### src/rtl/prog_loader.sv
// Boot-time program loader: receives a length-prefixed byte image, writes 32-bit words
// into instruction memory and releases the CPU once the trailing XOR checksum matches.
module prog_loader #(
  parameter int ADDR_W = 10
) (
  input  logic              clk,
  input  logic              rst,
  input  logic [7:0]        rx_data,
  input  logic              rx_valid,
  output logic              rx_ready,
  output logic              mem_we,
  output logic [ADDR_W-1:0] mem_addr,
  output logic [31:0]       mem_wdata,
  output logic              cpu_rst,
  output logic              done,
  output logic              err
);

  localparam logic [16:0] MAX_WORDS = 17'(2 ** ADDR_W);

  typedef enum logic [2:0] {HDR0, HDR1, DATA, CSUM, RUN, ERR} state_t;

  state_t              state;
  logic [15:0]         n;
  logic [1:0]          byte_cnt;
  logic [ADDR_W-1:0]   word_idx;
  logic [23:0]         partial;
  logic [7:0]          csum;

  logic                take;
  logic [15:0]         n_hdr;
  logic                oversize;
  logic                last_word;

  assign take      = rx_valid && rx_ready;
  assign n_hdr     = {rx_data, n[7:0]};
  assign oversize  = {1'b0, n_hdr} > MAX_WORDS;
  assign last_word = (16'(word_idx) == (n - 16'd1));

  // Status outputs packed as {rx_ready, cpu_rst, done, err}, registered with the state.
  function automatic logic [3:0] flags_of(input state_t s);
    case (s)
      RUN:     flags_of = 4'b0010;
      ERR:     flags_of = 4'b0101;
      default: flags_of = 4'b1100;
    endcase
  endfunction

  always_ff @(posedge clk or posedge rst) begin
    if (rst) begin
      state                         <= HDR0;
      {rx_ready, cpu_rst, done, err} <= flags_of(HDR0);
      mem_we                        <= 1'b0;
      mem_addr                      <= '0;
      mem_wdata                     <= '0;
      n                             <= '0;
      byte_cnt                      <= '0;
      word_idx                      <= '0;
      partial                       <= '0;
      csum                          <= '0;
    end else begin
      mem_we <= 1'b0;
      if (take) begin
        case (state)
          HDR0: begin
            n[7:0]                        <= rx_data;
            state                         <= HDR1;
            {rx_ready, cpu_rst, done, err} <= flags_of(HDR1);
          end
          HDR1: begin
            n[15:8] <= rx_data;
            if (oversize) begin
              state                         <= ERR;
              {rx_ready, cpu_rst, done, err} <= flags_of(ERR);
            end else if (n_hdr == 16'd0) begin
              state                         <= CSUM;
              {rx_ready, cpu_rst, done, err} <= flags_of(CSUM);
            end else begin
              state                         <= DATA;
              {rx_ready, cpu_rst, done, err} <= flags_of(DATA);
            end
          end
          DATA: begin
            csum     <= csum ^ rx_data;
            byte_cnt <= byte_cnt + 2'd1;
            case (byte_cnt)
              2'd0: partial[7:0]   <= rx_data;
              2'd1: partial[15:8]  <= rx_data;
              2'd2: partial[23:16] <= rx_data;
              default: begin
                mem_we    <= 1'b1;
                mem_wdata <= {rx_data, partial};
                mem_addr  <= word_idx;
                word_idx  <= word_idx + 1'b1;
                if (last_word) begin
                  state                         <= CSUM;
                  {rx_ready, cpu_rst, done, err} <= flags_of(CSUM);
                end
              end
            endcase
          end
          CSUM: begin
            if (rx_data == csum) begin
              state                         <= RUN;
              {rx_ready, cpu_rst, done, err} <= flags_of(RUN);
            end else begin
              state                         <= ERR;
              {rx_ready, cpu_rst, done, err} <= flags_of(ERR);
            end
          end
          default: ;
        endcase
      end
    end
  end

endmodule

### config.mk
export PLATFORM = sky130hd
export DESIGN_NAME = prog_loader
export DESIGN_NICKNAME = d
export VERILOG_FILES = /design/src/rtl/prog_loader.sv
export SDC_FILE = /design/constraint.sdc
export NUM_CORES = 1
export LEC_CHECK = 0
export ABC_AREA = 0
export CAP_MARGIN = 20
export CORE_UTILIZATION = 50
export CTS_CLUSTER_SIZE = 24
export DETAILED_ROUTE_END_ITERATION = 10
export PLACE_DENSITY = 0.79
export SLEW_MARGIN = 20
export SYNTH_ARGS = -nofsm -noshare
export SYNTH_HDL_FRONTEND = slang
export SYNTH_SLANG_ARGS = --single-unit
### constraint.sdc
create_clock -name clk -period 7.1 [get_ports clk]
set_clock_uncertainty 0.05 [all_clocks]
set_input_delay 1.42 -clock clk [delete_from_list [all_inputs] [get_ports clk]]
set_output_delay 1.42 -clock clk [all_outputs]
set_load 0.02 [all_outputs]
======== After elaboration in Yosys (flattened, before gate mapping) ========
Index checks and enable logic that the tools add are counted.
cells by class
  add/subtract/negate cells ............... 3
  magnitude comparators ................... 1
  eq/ne operators ......................... 9
  multiplexer cells ....................... 21
  bitwise operators ....................... 2
  reduce and logical (&&, ||, !) cells .... 17
operator list
  cell                                                   count
  == test 10 x 16 -> 1 bit                               1
  > comparator 16 x 11 -> 1 bit (second input constant)  1
  zero test 16 bit                                       1
  subtractor 16 x 1 -> 16 bit (second input constant)    1
  2-to-1 mux 1 bit                                       13
  case mux 3 bit (4 select lines)                        1
  AND reduction 3 bit                                    4
  adder 10 x 1 -> 10 bit (second input constant)         1
  2-to-1 mux 3 bit                                       3
  == test 8 bit                                          1
  case mux 1 bit (4 select lines)                        2
  AND reduction 4 bit                                    2
  XOR 8 bit                                              1
  == test 3 x 2 -> 1 bit (second input constant)         2
  case mux 1 bit (3 select lines)                        2
  AND reduction 2 bit                                    3
  != test 2 bit (second input constant)                  2
  nonzero test 4 bit                                     1
  == test 3 x 1 -> 1 bit (second input constant)         1
  zero test 3 bit                                        1
  nonzero test 3 bit                                     1
  OR reduction 3 bit                                     1
  adder 2 x 1 -> 2 bit (second input constant)           1
  == test 2 x 1 -> 1 bit (second input constant)         1
  other kinds (5)                                        5
word-level totals
  bits in registers ....................... 110
  bits of input ports ..................... 11
  output and inout bits ................... 47
  logic and storage cells ................. 69

======== Longest topological paths before layout ========
Gate-level depths: netlist of run 1.
  word-level depth ........................ 5
  depth in mapped cells ................... 8
  depth with buffers taken out ............ 8

======== Worst setup path after synthesis of run 1 ========
OpenSTA, ideal clock, no wires.
  kind .................................... input -> register
  from .................................... input port rx_valid
  to ...................................... register mem_addr[7]
  setup time .............................. 0.125 ns
  arrival time ............................ 2.902 ns
  required time ........................... 6.925 ns
  path slack .............................. 4.023 ns
  stages on the path ...................... 6
  buffers on the path ..................... 3
  cells stage by stage .................... and3b_1 and3_1 clkbuf_1 buf_1 buf_1 mux2_2
between the ends
  word-level cells in the longest chain between the ends .. 2
RTL lines
  what                                  line  RTL
  from (decl)                           9     input logic rx_valid,
  logical AND 1 bit                     35    assign take = rx_valid && rx_ready;
  AND reduction 3 bit (no source line)  --
  to (signal assigned)                  93    mem_addr <= word_idx;
  to (decl)                             12    output logic [ADDR_W-1:0] mem_addr,
No other way between the ends.
A chain may end at the register's enable or synchronous reset.

======== Worst setup path after layout of run 1 ========
  from .................................... input port rx_valid
  to ...................................... register word_idx[7]
between the ends
  word-level cells in the longest chain between the ends .. 2
RTL lines
  what                                  line  RTL
  logical AND 1 bit                     35
  AND reduction 3 bit (no source line)  --
  to (signal assigned)                  94    word_idx <= word_idx + 1'b1;
  to (decl)                             26    logic [ADDR_W-1:0] word_idx;
No other way between the ends.

==> impl.org, run 1 <==
** Synthesis
- The commonest cells after synthesis are 108 x dfrtp_1, 81 x mux2_2, 24 x xnor2_1.
- Of the post-synthesis cell area, the dominant cell type holds 0.5397.
- Post-synthesis cell area :: 5007 um2
- The synthesized design contains 0 enable-type register cells.
- Library cells used by synthesis :: 50
- Nets in the synthesized netlist :: 414
- The most used flip-flop cell after synthesis is dfrtp_1.
- For this run, asynchronously set or reset flops after synthesis account for 1.000.
- Most common cell in the synthesized netlist :: dfrtp_1
- Number of synthesis warnings :: 0
- Leading post-synthesis cells by cell area :: dfrtp_1 54%, mux2_2 18%, xnor2_1 4.2%
- Sequential element share of the synthesized area :: 0.5502
- After technology mapping, the gate count stands at 396.
- Largest area contributor in the netlist :: dfrtp_1
- A synthesized cell averages 12.64 um2.
- After synthesis the netlist holds a flip-flop and latch count of 110.

** Clock tree
- Clock Latency Late Sink :: 0.38 ns
- In this run, CTS created clock tree buffers numbering 9.
- In this run the clock root is driven by a clkbuf_8.
- The clock passes through at most 2 buffers.
- TritonCTS built the clock tree.
- The clock tree synthesis step divided the H-tree into 3 levels.
- The clock drives 110 sinks.
- CTS-repair resized insts :: 0
- After clock tree synthesis, the clock-pin slew on the worst setup and hold paths is 0.10 ns.
- After clock tree synthesis, the setup repair step added 0 buffers.
- CTS Hold Bufs :: 0

** GRT
- For this run the aggregate overflow at the end of global routing stands at 0.
- Wire length of the first global-routing pass :: 15,960 um
- In the global route stage, overall resource usage came out at 0.2027.
- Entering global routing, the biggest net connects 68 pins.
- Antenna violations before repair :: 0
- The number of global-route vias before repair was 3,178.

** Critical path
- The worst setup path is launched from a primary input.
- Required time at the worst-slack endpoint :: 7.30 ns
- Setup slack on the worst reg-to-reg path comes out at 4.14 ns.
- Critical path type :: in2reg
- Along the worst path, the maximum fanout reaches 49.
- The worst setup path is captured at a flip-flop.
- Worst path arrival time :: 3.68 ns
- Worst Reg-to-Reg Cells :: 6

** STA
- Unrepaired setup endpoints after global routing :: false
- Final setup violating endpoints :: 0
- Worst max-slew margin expressed relative to the limit :: 0.2746
- The final count of hold timing violations is 0.
- Minimum clock period :: 3.480 ns
- For the pin with the worst max-slew slack, the measured transition is 1.088 ns.
- Max Fclk :: 287.4 MHz
- Setup TNS Final :: 0 ns
- Of the available clock period, the critical path in the final layout requires 0.4901.
- The final count of pins violating max slew came to 0.

** Finish
- Finished Layout Cells :: 581
- Antenna cells :: 0
- Utilization after layout :: 0.6020
- Counting the fill cells in the layout gives 796.
- Relative to the synthesized area, the layout overhead comes to 16.97%.
- NumNets Final :: 461
- In the final layout, the share of cells above drive strength 1 is 0.2388.

** Drt
- Antenna viol nets, final :: 0
- Across all layers, the routed design uses 3,220 vias.
- DRT Wirelength :: 9608 um
- The first TritonRoute pass finished after 4 iterations.
- In the routed layout, each cell is associated on average with a via count of 5.542.
- Drt first-iter violations :: 162
- DRC violations left :: 0
- After detailed routing, the average wire length per cell comes to 16.54 um.

** Min path
- Classification of the worst-slack hold path :: reg2reg
- Counting instances, the worst hold path has a depth of 1.

** Die
- Core Region :: 9729 um2
- Width of the die :: 102.1 um
- Die Area :: 10,420 um2
- Height of the die :: 102.1 um
- Row Count :: 36
- 58 I/O pins were placed.
- Initial cell density of the core :: 0.5147

** Power
- Register share of total power :: 0.605
- Switching Share :: 0.2187
- Summing internal, switching and leakage power gives 1.035 mW.
- The share of total power dissipated in the clock network is 0.366.
- Total power per unit cell area :: 176.7 nW/um2
- In this run the static leakage power is 2.724 nW.
- Cell internal power was estimated by the tool at 808.4 uW.
- Net switching power :: 226.3 uW
- The share of total power dissipated in combinational logic is 0.029.
- VDD IR-drop max :: 0.0001312 V

** Placement
- The HPWL after detailed placement is 6573 um.
- Number of I/O port buffers :: 57
- After detailed placement, the design holds a cell count of 565.
- Gp weighted congestion :: 0.8863

** Run
- Number of maximum-capacitance violations :: 0

** Status
- Result of the run :: complete, no violations
power by group through the flow:
stage	sequential (mW)	clock, mW	combinational, mW
6_report	0.626	0.379	0.0299
3_5_place_dp	0.638	0	0.0311
5_1_grt	0.626	0.417	0.0338
2_1_floorplan	0.638	0	0.0169
4_1_cts	0.626	0.392	0.0310
3_3_place_gp	0.638	0	0.0306
worst max-delay path: stages:
cell	delay [ns]
clkdlybuf4s50_1	0.49
and3b_1	0.18
and3_2	0.92
nand3_1	0.15
nor2_1	0.21
nand4_1	0.14
xnor2_1	0.15
through the flow:
step           cell area (um2)  hold slack (ns)  setup slack [ns]
3_5_place_dp              5659           0.4330             3.152
5_1_grt                   5857           0.4671             3.340
2_1_floorplan             5007           0.4136             2.731
6_report                  5857           0.4480             3.620
4_1_cts                   5857           0.4507             3.593
3_3_place_gp              5659           0.4294             3.235
flip-flops by register name, indices dropped and copies added, names as in the netlist:
register,flops
done,1
mem_wdata,32
byte_cnt,2
err,1
n,16
csum,8
word_idx,10
rx_ready,1
mem_addr,10
mem_we,1
partial,24
state,3
cpu_rst,1
cell families (layout without fill, tap and decap cells):
kind of cell	count (synthesis)	after routing	share of synthesized area
muxes	82	82	0.1842
AOI/OAI and AO/OA	36	36	0.05123
and+or+nand+nor	93	93	0.1064
xor gates and xnor gates	36	36	0.06297
DFF	110	110	0.5502
buffers and inverters	32	84	0.02748
adders and majority gates	7	7	0.01749
layout make-up:
class                           instances  area [um2]  area share
Tap cell                              133       166.4     0.02841
Inverter                                9       36.28    0.006195
Sequential cell                       110        2755      0.4704
Clock inverter                          4       52.55    0.008972
Multi-Input combinational cell        254        2116      0.3612
Clock buffer                           12       145.1     0.02478
Timing Repair Buffer                   59       585.6     0.09998
per-layer routing:
metal  vias up  wire, um  global-route usage
li1       1503         -                   -
met1      1642      4530              0.2813
met2        65      4622              0.3191
met3        10       326             0.04446
met4         0       129             0.06593
met5         -         0                   0
final timing paths:
| path | end | from |
|---|---|---|
| setup reg to reg | state[1] | n[2] |
| min in group asynchronous | csum[5] | rst |
| setup / recovery | word_idx[7] | rx_valid |
| max in group asynchronous | partial[3] | rst |
| hold / removal | csum[2] | csum[2] |
| hold reg to reg | csum[2] | csum[2] |
placed cells by master (no fill, tap or decap), types with 3 or more instances in the layout:
cell             instances
a21oi_1                  4
clkbuf_8                10
clkdlybuf4s50_1         57
dfrtp_1                108
ha_1                     7
inv_1                    8
mux2_2                  81
nand2_1                 21
nand3_1                  4
nand4_1                 10
nor2_1                  16
nor2b_1                  3
nor3_1                   7
nor3b_1                  4
nor4_1                   3
o21ai_0                 11
o31a_1                   3
o31ai_1                  5
or4_1                    6
xnor2_1                 24
xor2_1                  12
Note: power is estimated with default switching activity, not from simulation.
==> run 2, diff against run 1 <==
--- a/config.mk
+++ b/config.mk
@@ -10,7 +10,7 @@
 export CORE_UTILIZATION = 50
 export CTS_CLUSTER_SIZE = 24
 export DETAILED_ROUTE_END_ITERATION = 10
-export PLACE_DENSITY = 0.79
+export PLACE_DENSITY = 0.82
 export SLEW_MARGIN = 20
 export SYNTH_ARGS = -nofsm -noshare
 export SYNTH_HDL_FRONTEND = slang
==> constraint.sdc (replaced) <==
create_clock -name clk -period 3 [get_ports clk]
set_clock_uncertainty 0.05 [all_clocks]
set_input_delay 0.6 -clock clk [delete_from_list [all_inputs] [get_ports clk]]
set_output_delay 0.6 -clock clk [all_outputs]
set_load 0.02 [all_outputs]
==> run 2 against run 1 <==
Net effect:
- global-route usage rose by 1.9 points
- wire length increased by 9.5%
- final area is 3.7% higher
- critical path type is now reg2reg
==> impl.org, run 2 (same netlist as run 1, synthesis figures left out) <==
** Run
- Across the run, the number of max-cap violations was 0.

** Power
- The analysis attributes to cell leakage a power of 2.841 nW.
- Power spread over the standard cell area amounts to 436.8 nW/um2.
- IR analysis of the VDD net gives a maximum drop of 0.0002891 V.

** STA
- Worst-case setup margin in the final layout :: 0.1505 ns
- Setup violations remaining at the end of the flow were counted as 0.
- Summed over all failing endpoints, the final setup total negative slack is 0 ns.
- After layout, the minimum clock period comes to 2.849 ns.
- Worst max-slew margin expressed relative to the limit :: 0.5936
- The final count of pins violating max slew came to 0.
- Of the available clock period, the critical path in the final layout requires 0.9498.
- Unrepaired setup endpoints after global routing :: false
- Final hold violation count :: 0
- For the pin with the worst max-slew slack, the measured transition is 0.6040 ns.
- Derived from the worst setup path, the maximum achievable clock frequency is 350.9 MHz.

** Status
- Result of the run :: complete, no violations

** Drt
- The count of nets left with antenna violations once routing finished came out at 0.
- Routed wire length per instance :: 17.59 um
- After detailed routing, the number of remaining DRC violations is 0.
- The routed layout has 3,284 vias.
- DR vias/cell :: 5.492
- DRT Wirelength :: 10,520 um
- The detailed router finished its first iteration with 147 violations.
- The first detailed-routing pass took 4 iterations.

** Critical path
- The worst setup path is of the reg2reg kind.
- Worst path slowest cell :: or4_1
- For this run, the slowest stage of the critical path takes 0.62 ns.
- Worst path top cell family by delay :: simple AND/OR/NAND/NOR gates
- The worst setup path is launched from a flip-flop.
- Crit end category :: flip-flop
- Required time at the worst-slack endpoint :: 3.20 ns
- Worst path arrival time :: 3.05 ns
- Worst-path cell chain :: or4_1 > or4b_4 > or4_4 > o2111a_1 > nand4_1 > or3b_1
- Together, buffers and inverters on the worst path number 0.
- Critical Path Fanout Max :: 8

** Finish
- Flip-flop count of the largest register after layout :: 32
- 0 antenna diodes ended up in the layout.
- Leading registers by flop count :: mem_wdata x32, partial x24, n x16
- Fraction of layout instances using a drive strength above 1 :: 0.2731
- For this run, the post-layout net count is 478.
- Summing all non-filler instances in the final layout gives an area of 6073 um2.
- # fillers :: 744
- Counting flops per register, the top entry is mem_wdata.
- In the layout the commonest cells are 108 x dfrtp_1, 81 x mux2_2, 57 x clkdlybuf4s50_1.
- Once layout is complete, the utilization of the core stands at 0.6242.
- Relative to the synthesized area, the layout overhead comes to 21.29%.
- The library cell used most frequently in the layout, excluding fill and tap cells, is dfrtp_1.

** Placement
- The count of buffers added on input and output ports is 57.
- Detailed placer's ending HPWL :: 7496 um
- Timing analysis after detailed placement gives a worst setup slack of 0.1132 ns.
- Routability-driven placement finished with a final weighted congestion of 0.8119.
- Once placement finished, the instance area stood at 5813 um2.

** Clock tree
- Number of buffers inserted during clock tree synthesis :: 9
- After clock tree synthesis, the clock-pin slew on the worst setup and hold paths is 0.10 ns.
- TritonCTS built the clock tree.
- Buffers added to address setup during post-CTS repair amount to 0.
- The clock tree synthesis step divided the H-tree into 3 levels.
- The tree built by TritonCTS fans out to 110 sinks.
- The later pin in the worst-skew pair is clocked with a latency of 0.36 ns.
- Buffers from clock root to sink, at most :: 2
- Clock tree synthesis selected as its root buffer the cell clkbuf_8.

** GRT
- Antenna violations before repair :: 0
- Wire length of the first global-routing pass :: 17,370 um
- GRT Resource Usage Total :: 0.2220
- Largest net degree at the start of global routing :: 46
- The number of global-route vias before repair is 3,455.
- After global routing the overflow that remains totals 0.

** Die
- Row Count :: 36
- Initial cell density of the core :: 0.5147
- Height of the die :: 102.1 um
- Width of the die :: 102.1 um
- The floorplan step defined a die boundary enclosing 10,420 um2.
- Core Region :: 9729 um2
- For this design the top-level I/O count stands at 58.

** Min path
- The worst hold path belongs to the class in2async.
run 2: changes by cell type in the layout (fill, tap and decap cells not counted):
cell	change
clkbuf_8	+1
o31ai_1	-1
bufinv_16	+2
buf_12	+2
inv_6	-1
clkinvlp_4	+1
buf_4	+15
inv_4	-1
o31ai_2	+1
clkbuf_1	-2
run 2: where the power goes:
group | switching (mW) | internal (mW)
clock network | 0.483 | 0.602
registers | 0 | 1.48
logic | 0.0585 | 0.0275
total | 0.542 | 2.11
run 2: path summary, 6_finish.rpt:
| path | start | endpoint | slack (ns) | depth (start not counted) |
|---|---|---|---|---|
| setup reg to reg | n[7] | state[1] | 0.15 | 6 |
| setup / recovery | n[7] | state[1] | 0.15 | 6 |
| hold reg to reg | csum[5] | csum[5] | 0.45 | 1 |
| hold / removal | rst | mem_wdata[9] | 0.45 | 2 |
| max in group asynchronous | rst | cpu_rst | 1.81 | 3 |
| min in group clk | csum[5] | csum[5] | 0.45 | 1 |
run 2: metal layers:
layer,up-vias,share of wire,track usage
li1,1530,-,-
met1,1655,0.44,0.2882
met2,77,0.49,0.3640
met3,22,0.042,0.04036
met4,0,0.028,0.1022
met5,-,0,0
run 2: timing repair:
item	in CTS	in global routing
setup endpoints to repair	0	1
endpoints found under the hold margin	0	0
gates resized for setup	0	1
hold buffers	0	0
run 2: final cells by class:
cell class / instances / area (um2) / area share
inverter: 9 / 37.54 / 0.006180
sequential: 110 / 2755 / 0.4536
clock buffer: 11 / 151.4 / 0.02493
tap: 133 / 166.4 / 0.02740
clock inverter: 5 / 103.9 / 0.01710
timing repair buffer: 76 / 738.2 / 0.1215
multi-input combinational: 254 / 2121 / 0.3492
run 2: stage by stage:
| stage | hold WS (ns) | cells | power [mW] |
|---|---|---|---|
| 6_report | 0.4458 | 598 | 2.653 |
| 2_1_floorplan | 0.4136 | 396 | 1.551 |
| 3_5_place_dp | 0.4326 | 582 | 1.598 |
| 3_3_place_gp | 0.4269 | 582 | 1.598 |
| 4_1_cts | 0.4321 | 598 | 2.680 |
| 5_1_grt | 0.4435 | 598 | 2.738 |
==> run 3, diff against run 2 <==
--- a/config.mk
+++ b/config.mk
@@ -7,10 +7,10 @@
 export LEC_CHECK = 0
 export ABC_AREA = 0
 export CAP_MARGIN = 20
-export CORE_UTILIZATION = 50
+export CORE_UTILIZATION = 40
 export CTS_CLUSTER_SIZE = 24
 export DETAILED_ROUTE_END_ITERATION = 10
-export PLACE_DENSITY = 0.82
+export PLACE_DENSITY = 0.7
 export SLEW_MARGIN = 20
 export SYNTH_ARGS = -nofsm -noshare
 export SYNTH_HDL_FRONTEND = slang
==> constraint.sdc (replaced) <==
create_clock -name clk -period 3 [get_ports clk]
set_clock_uncertainty 0.05 [all_clocks]
set_input_delay 0.45 -clock clk [delete_from_list [all_inputs] [get_ports clk]]
set_output_delay 0.45 -clock clk [all_outputs]
set_load 0.02 [all_outputs]
==> run 3 against run 2 <==
Net effect:
- final cell count up 5.9%
- worst hold slack lost 0.0048 ns
- die area rose by 24%
- global-route usage decreased by 4.6 points
==> impl.org, run 3 (same netlist as run 1, synthesis figures left out) <==
** Critical path
- For the worst flop-to-flop path, the logic depth is 6.
- The endpoint identified for the worst register-to-register timing path is state[1].
- Critical path type :: reg2reg
- Worst path top cell family by delay :: simple AND/OR/NAND/NOR gates
- The slowest stage of the critical path belongs to the cell or4_4.
- Required time at the worst-slack endpoint :: 3.18 ns
- The critical path contains buffers and inverters numbering 0 combined.
- The critical path goes through or4_4 > or4b_4 > or4_4 > o2111a_1 > nand4_1 > or3b_1.
- Crit end category :: flip-flop
- In this run the critical register-to-register path is launched from n[0].
- Maximum single-stage delay on the critical path :: 0.62 ns
- The worst setup path is launched from a flip-flop.
- In this run the worst path has a maximum fanout of 10.
- Worst path arrival time :: 3.04 ns
- Setup slack on the worst reg-to-reg path comes out at 0.14 ns.
- Crit path top cell by count :: or4_4

** Min path
- Critical hold path startpoint :: csum[0]
- The min-delay analysis places its worst path in the category reg2reg.
- The worst hold path terminates at csum[0].
- Along the worst hold path, the cell count comes to 1.

** Finish
- The library cell used most frequently in the layout, excluding fill and tap cells, is dfrtp_1.
- In the final layout, the registers with the most flip-flops are mem_wdata x32, partial x24, n x16.
- The register with the most flip-flops in the layout has 32 of them.
- The repair_antennas step left the layout with diodes totalling 0.
- At the end of the flow the core is filled with cells to 0.5067.
- Of the cells placed in the final design, the portion with a size suffix greater than 1 is 0.2688.
- The final layout contains 478 nets.
- Relative to the synthesized area, the layout overhead comes to 22.56%.
- More flip-flops sit in one register than any other, and that register is mem_wdata.
- In the layout the commonest cells are 108 x dfrtp_1, 81 x mux2_2, 57 x clkdlybuf4s50_1.

** Die
- In this run the horizontal extent of the chip is 113.9 um.
- The floorplan has 40 rows.
- The total area inside the core boundary comes to 12,110 um2.
- Height of the die :: 113.9 um
- Number of top-level design ports :: 58
- Initial cell density of the core :: 0.4134
- Die Area :: 12,970 um2

** GRT
- Antenna violations before repair :: 0
- For this run the aggregate overflow at the end of global routing stands at 0.
- Met3 track demand over resource :: 0.04357
- The global routing stage identified its most utilized layer as met2.
- Entering global routing, the biggest net connects 111 pins.
- In the global route stage, met2 resource usage came out at 0.2699.
- Met1 Use GR :: 0.2387
- Number of global-route vias before repair :: 3,372
- GRT Resource Usage Total :: 0.1755
- Wire length of the first global-routing pass :: 17,480 um

** STA
- Final setup violating endpoints :: 0
- In the finished design, the share of the clock period the worst path needs comes to 0.9527.
- Worst max-slew margin expressed relative to the limit :: 0.5859
- Final hold violation count :: 0
- The final count of pins violating max slew came to 0.
- Setup total negative slack on the finished layout was measured at 0 ns.
- Max Fclk :: 349.9 MHz
- Once routing completed, OpenROAD measured the worst setup slack at 0.1419 ns.
- The worst path needs 2.858 ns of the cycle, external delays included.
- Setup repair after global routing left no endpoint under its margin.
- Worst-Margin Slew :: 0.6212 ns

** Placement
- Gp weighted congestion :: 0.8035
- Timing analysis after detailed placement gives a worst setup slack of 0.1132 ns.
- Detailed placement finished with a half-perimeter wire length of 7323 um.
- Number of I/O port buffers :: 57

** Clock tree
- Clock Latency Late Sink :: 0.35 ns
- TritonCTS created 9 clock buffers.
- Clock tree synthesis found a total of 110 sinks.
- H-Tree Level Count :: 3
- The tree is rooted in a clkbuf_16.
- TritonCTS built the clock tree.
- Total setup buffers inserted after CTS :: 0
- Counting along the longest clock path gives a buffer depth of 2.
- Clock-pin slew was measured on the worst setup and hold paths at 0.07 ns.

** Drt
- The pre-antenna-repair detailed-routing pass consisted of 4 iterations.
- Wires add up to 10,540 um.
- DR vias/cell :: 5.169
- Routed wire length per instance :: 16.65 um
- DRC violations left :: 0
- The count of nets left with antenna violations once routing finished came out at 0.
- Across all layers, the routed design uses 3,272 vias.
- Drt first-iter violations :: 154

** Status
- The run finished with clean final reports.

** Power
- Across the VDD grid, the largest voltage drop is 0.0002806 V.
- Reported leakage power :: 2.851 nW
- Power spread over the standard cell area amounts to 443.9 nW/um2.

** Run
- Number of maximum-capacitance violations :: 0
[run 3: per-layer routing]
layer,routed length (um),vias up
li1,-,1532
met1,4856,1643
met2,4943,79
met3,527,18
met4,209,0
met5,0,-
[run 3: area by class of cell]
class                      instances  area (um2)
clock buffer                      14       274.0
clock inverter                     2       13.76
fill                            1113        5974
inverter                           9       37.54
multi-input combinational        254        2121
sequential                       110        2755
tap                              168       210.2
timing repair buffer              76       725.7
[run 3: how the worst max path moves through the flow]
stage	startpoint	endpoint	slack, ns	cells past startpoint
global placement	n[0]	state[1]	0.20	6
CTS	n[0]	state[1]	0.1	6
detailed placement	n[0]	state[1]	0.11	6
finish	n[0]	state[1]	0.14	6
floorplan	n[2]	state[1]	0.20	8
global route	n[7]	state[1]	0.05	6
[run 3: metrics by stage]
stage	instance area [um2]	hold WS, ns	total power [mW]	cells
after floorplan	5011	0.4136	1.551	396
after global placement	5844	0.4270	1.597	617
after detailed placement	5844	0.4306	1.597	617
after CTS	6132	0.4444	2.754	633
after global routing	6137	0.4544	2.820	633
final	6137	0.4410	2.724	633
[run 3: power by group]
part,switching [mW],internal (mW)
Clock,0.524,0.635
Sequential,0,1.48
Combinational,0.0571,0.0266
Total,0.581,2.14
[run 3: worst reg2reg max path, delay by kind of cell, from the launching register on]
family / cells / cell delay, ns
AO/OA/AOI/OAI: 1 / 0.19
AND/OR/NAND/NOR: 5 / 2.09
flip-flops: 1 / 0.42
[run 3: timing repair]
item | CTS | global route
setup endpoints to repair | 0 | 1
hold buffers | 0 | 0
resized for setup | 0 | 1
